File: src/rtl/sipo_pkg.sv
// Shared definitions for the LSB-first serial-to-parallel deserializer.
package sipo_pkg;

  localparam int unsigned DEF_WIDTH = 4;

  typedef enum logic {
    ST_EMPTY = 1'b0,
    ST_FULL  = 1'b1
  } out_state_e;

  // Width of a counter able to hold 0..w
  function automatic int unsigned cnt_w(input int unsigned w);
    return $clog2(w + 1);
  endfunction

endpackage

File: src/rtl/sipo_shift_core.sv
// Bit collector: shift register, bit counter and word-completion pulse.
module sipo_shift_core
  import sipo_pkg::*;
#(
  parameter int unsigned WIDTH = DEF_WIDTH,
  localparam int unsigned CW = cnt_w(WIDTH)
) (
  input  logic             clk,
  input  logic             rst_n,
  input  logic             s_in,
  input  logic             s_valid,
  input  logic             clear,
  output logic [WIDTH-1:0] word_c,
  output logic             done_c,
  output logic [CW-1:0]    cnt
);

  logic [WIDTH-1:0] sreg_q, sreg_d;
  logic [CW-1:0]    cnt_q, cnt_d;

  // Flush wins over a valid bit; completion is only flagged on an accepted bit
  always_comb begin
    sreg_d = sreg_q;
    cnt_d  = cnt_q;
    done_c = 1'b0;
    word_c = {s_in, sreg_q[WIDTH-1:1]};
    if (clear) begin
      sreg_d = '0;
      cnt_d  = '0;
    end else if (s_valid) begin
      sreg_d = word_c;
      if (cnt_q == CW'(WIDTH - 1)) begin
        cnt_d  = '0;
        done_c = 1'b1;
      end else begin
        cnt_d = cnt_q + CW'(1);
      end
    end
  end

  always_ff @(posedge clk) begin
    if (!rst_n) begin
      sreg_q <= '0;
      cnt_q  <= '0;
    end else begin
      sreg_q <= sreg_d;
      cnt_q  <= cnt_d;
    end
  end

  assign cnt = cnt_q;

endmodule

File: src/rtl/sipo_deser.sv
// Deserializer top: one-entry output register with valid/ready handshake
// and a sticky overrun flag for words dropped while the consumer stalls.
module sipo_deser
  import sipo_pkg::*;
#(
  parameter int unsigned WIDTH = DEF_WIDTH,
  localparam int unsigned CW = cnt_w(WIDTH)
) (
  input  logic             clk,
  input  logic             rst_n,
  input  logic             s_in,
  input  logic             s_valid,
  input  logic             clear,
  output logic [WIDTH-1:0] p_out,
  output logic             p_valid,
  input  logic             p_ready,
  output logic [CW-1:0]    bit_cnt,
  output logic             overrun
);

  logic [WIDTH-1:0] word_c;
  logic             done_c;

  out_state_e       state_q, state_d;
  logic [WIDTH-1:0] p_out_q, p_out_d;
  logic             overrun_q, overrun_d;

  sipo_shift_core #(
    .WIDTH(WIDTH)
  ) u_core (
    .clk    (clk),
    .rst_n  (rst_n),
    .s_in   (s_in),
    .s_valid(s_valid),
    .clear  (clear),
    .word_c (word_c),
    .done_c (done_c),
    .cnt    (bit_cnt)
  );

  // Accept-and-refill on one edge keeps FULL without flagging overrun
  always_comb begin
    state_d   = state_q;
    p_out_d   = p_out_q;
    overrun_d = overrun_q;
    case (state_q)
      ST_EMPTY: begin
        if (done_c) begin
          p_out_d = word_c;
          state_d = ST_FULL;
        end
      end
      ST_FULL: begin
        if (p_ready) begin
          if (done_c) p_out_d = word_c;
          else        state_d = ST_EMPTY;
        end else if (done_c) begin
          overrun_d = 1'b1;
        end
      end
      default: state_d = ST_EMPTY;
    endcase
    if (clear) overrun_d = 1'b0;
  end

  always_ff @(posedge clk) begin
    if (!rst_n) begin
      state_q   <= ST_EMPTY;
      p_out_q   <= '0;
      overrun_q <= 1'b0;
    end else begin
      state_q   <= state_d;
      p_out_q   <= p_out_d;
      overrun_q <= overrun_d;
    end
  end

  assign p_out   = p_out_q;
  assign p_valid = (state_q == ST_FULL);
  assign overrun = overrun_q;

endmodule

File: config.mk
export PLATFORM = sky130hd
export DESIGN_NAME = sipo_deser
export DESIGN_NICKNAME = d
export VERILOG_FILES = /design/src/rtl/sipo_pkg.sv /design/src/rtl/sipo_shift_core.sv /design/src/rtl/sipo_deser.sv
export SDC_FILE = /design/constraint.sdc
export NUM_CORES = 1
export LEC_CHECK = 0
export ABC_AREA = 0
export BUFFER_PORTS_ARGS = -buffer_cell sky130_fd_sc_hd__buf_4
export CORE_MARGIN = 5
export CORE_UTILIZATION = 35
export CTS_CLUSTER_DIAMETER = 200
export DETAILED_ROUTE_END_ITERATION = 8
export GPL_TIMING_DRIVEN = 0
export SKIP_CTS_REPAIR_TIMING = 1
export SLEW_MARGIN = 20
export SYNTH_ARGS = -nofsm -noshare
export SYNTH_HDL_FRONTEND = slang
export SYNTH_HIERARCHICAL = 1
export SYNTH_SLANG_ARGS = --single-unit
File: constraint.sdc
create_clock -name clk -period 2.75 [get_ports clk]
set_input_delay 0.275 -clock clk [delete_from_list [all_inputs] [get_ports clk]]
set_output_delay 0.275 -clock clk [all_outputs]
set_load 0.01 [all_outputs]
==> results by group <==
Status
  – Status: finished clean

Final layout
  – ANT cells: 0
  – Util after Layout: 49.6%
  – Share of cells above drive strength 1: 37.3%
  – Layout Nets: 75
  – Fin cells: 82
  – Layout area overhead: 29.5%

Place
  – RePlAce Congestion: 0.667
  – PortBufs: 13
  – DP Worst Slack: 1.21 ns
  – Placed instance count: 78
  – HPWL Detailed: 694 um

Yosys
  – #FFs+latches synth: 12
  – Adder and majority gate portion of the synthesized area: 2.42%
  – Synth Instances: 50
  – Yosys top cell by area: dfxtp_1
  – Unique masters post-synth: 19
  – Yosys warns: 6
  – Largest family of logic cells by synthesized area: simple AND/OR/NAND/NOR gates
  – Area contributors post-synth: dfxtp_1 46%, mux2i_1 15%, nand2_1 6.5%
  – Synthesized area: 517 sq um
  – Register area share after synthesis: 46.5%
  – Mux contribution to synthesized area: 15.5%
  – Compound-gate portion of the synthesized area: 4.12%
  – Top cell type's share of synthesized area: 46.5%
  – Post-Syn Area per Cell: 10.3 sq um
  – Post-Synth Simple-Gate Area: 24.7%
  – XOR/XNOR Fraction of Synth Area: 0%
  – Syn Nets: 57

Timing
  – Setup WS post-layout: 1.20 ns
  – Final worst-path cycle share: 56.4%
  – Worst-margin pin slew: 0.314 ns
  – Worst Hold Slack: 0.182 ns
  – Clk_skew: 0.00365 ns
  – Setup TNS: 0 ns
  – Final setup vio count: 0
  – RSZ-0062 raised after global routing: false
  – Post-layout min period: 1.55 ns
  – Max Clock Freq: 644 MHz
  – Normalized max-slew margin: 78.9%
  – Slew Limit Fails: 0
  – Final hold vios: 0

CTS
  – Clock sink count: 12
  – Max clock buf depth: 2
  – Clock Latency Late Sink: 0.27 ns
  – Clock Tree Root: clkbuf_4
  – CTS tree: yes
  – H-tree Lvls: 1
  – CTS Buf Count: 3
  – Clock slew at reported path FFs: 0.08 ns

Drt
  – Via density: 4.56
  – DRT iter0 DRCs: 3
  – Met1 WL: 392 um
  – Final wirelength: 916 um
  – DRC errors left: 0
  – DRT Pass-1 Iters: 2
  – Top sig layer: met4
  – ANT nets after route: 0
  – Drt wl/cell: 11.2 um
  – DR WL met2: 443 um
  – Total number of vias: 374
  – Wire length on met3: 58 um

Die
  – Io pins: 15
  – Rows: 13
  – Horiz. Die Dim: 48.4 um
  – Die Y: 48.4 um
  – Die area: 0.00234 sq mm
  – Core ar.: 0.00135 sq mm
  – Initial Util: 38.3%

Power
  – Pleak: 0.289 nW
  – VDD IR max: 0.297 mV
  – Pwr dens: 505 mW/mm^2

Min path
  – Worst Hold Path Cells: 2
  – Worst min-delay path class: input pin to flop

Setup path
  – Endpoint class of the critical path: flop
  – CP Data Arrival Time: 1.75 ns
  – WS Path Type: flop to flop
  – Critical path data required time: 2.94 ns
  – Register-to-Register Path Depth: 6
  – Worst Setup Start Kind: flop
  – Critical Path Fanout Max: 4
  – Internal reg-to-reg setup slack: 1.20 ns

Job
  – Max-cap viol count: 0

Global route
  – Initial antenna violation count: 0
  – Gr ovfl total: 0
  – First-pass GRT wire length: 1.77 mm
  – Vias in the first global route: 413
  – Largest net degree at the start of global routing: 11
  – GRT Resource Usage Total: 9.38%
-- critical path, stage by stage (launching register included) --
cell and delay [ns]:
dfxtp_1 0.43, ha_1 0.21, nand2_1 0.07, nor3_1 0.26
nor2b_2 0.21, buf_6 0.12, mux2i_1 0.18
-- synthesized netlist by cell type --
library cell	number
dfxtp_1	12
nand2_1	9
mux2i_1	8
nor2_1	4
buf_6	2
nand2b_1	2
a21oi_1	1
a21oi_2	1
and4b_1	1
buf_2	1
buf_4	1
ha_1	1
nand2b_4	1
nand3b_1	1
nor2b_2	1
nor2b_4	1
nor3_1	1
nor3b_1	1
o21a_1	1
-- area by class of cell --
| cell class | count | area (sq um) |
|---|---|---|
| tap | 15 | 18.8 |
| buffer | 4 | 35.0 |
| clock buffer | 4 | 36.3 |
| multi-input combinational | 34 | 241 |
| fill | 137 | 681 |
| timing repair buffer | 13 | 97.6 |
| sequential | 12 | 240 |
-- state kept, by name (all words and copies together) (netlist names) --
register and flops:
p_out 4, u_core/cnt 3, u_core/sreg_q 3, overrun 1
p_valid 1
-- logic make-up after synthesis --
kind of cell / count (synthesis)
AOI/OAI and AO/OA: 3
adders and majority gates: 1
buffers and inverters: 4
DFF: 12
muxes: 8
and+or+nand+nor: 22
-- metrics by stage --
step,instance area [sq um],total power [W]
6_report,669,0.000338
5_1_grt,669,0.000361
4_1_cts,669,0.000346
3_5_place_dp,633,0.000204
3_3_place_gp,633,0.000204
2_1_floorplan,517,0.000195
-- metal layers --
metal | vias to the layer above | GRT usage [%]
met5 | - | 0
met2 | 8 | 13.9
met1 | 167 | 11.1
li1 | 197 | -
met4 | 0 | 5.53
met3 | 2 | 3.98
-- path summary, 6_finish.rpt --
| check | start | to |
|---|---|---|
| setup / recovery | u_core/cnt[0] | p_out[1] |
| hold / removal | clear | overrun |
| setup reg to reg | u_core/cnt[0] | p_out[1] |
| hold reg to reg | p_out[3] | p_out[3] |
-- power breakdown --
group | internal (W) | switching [W] | total (W)
clock | 0.0000803 | 0.0000584 | 0.000139
sequential | 0.000175 | 0.00000170 | 0.000177
combinational | 0.0000126 | 0.0000101 | 0.0000227
-- cells in the final DEF (no fill, tap or decap) --
master	netlist	routed
a21oi_1	1	1
a21oi_2	1	1
and4b_1	1	1
buf_2	1	1
buf_4	1	14
buf_6	2	2
clkbuf_4	0	3
clkbuf_8	0	1
dfxtp_1	12	12
ha_1	1	1
mux2i_1	8	8
nand2_1	9	9
nand2b_1	2	2
nand2b_4	1	1
nand3b_1	1	1
nor2_1	4	4
nor2b_2	1	1
nor2b_4	1	1
nor3_1	1	1
nor3b_1	1	1
o21a_1	1	1
No activity file was read; power rests on OpenSTA's default activity.
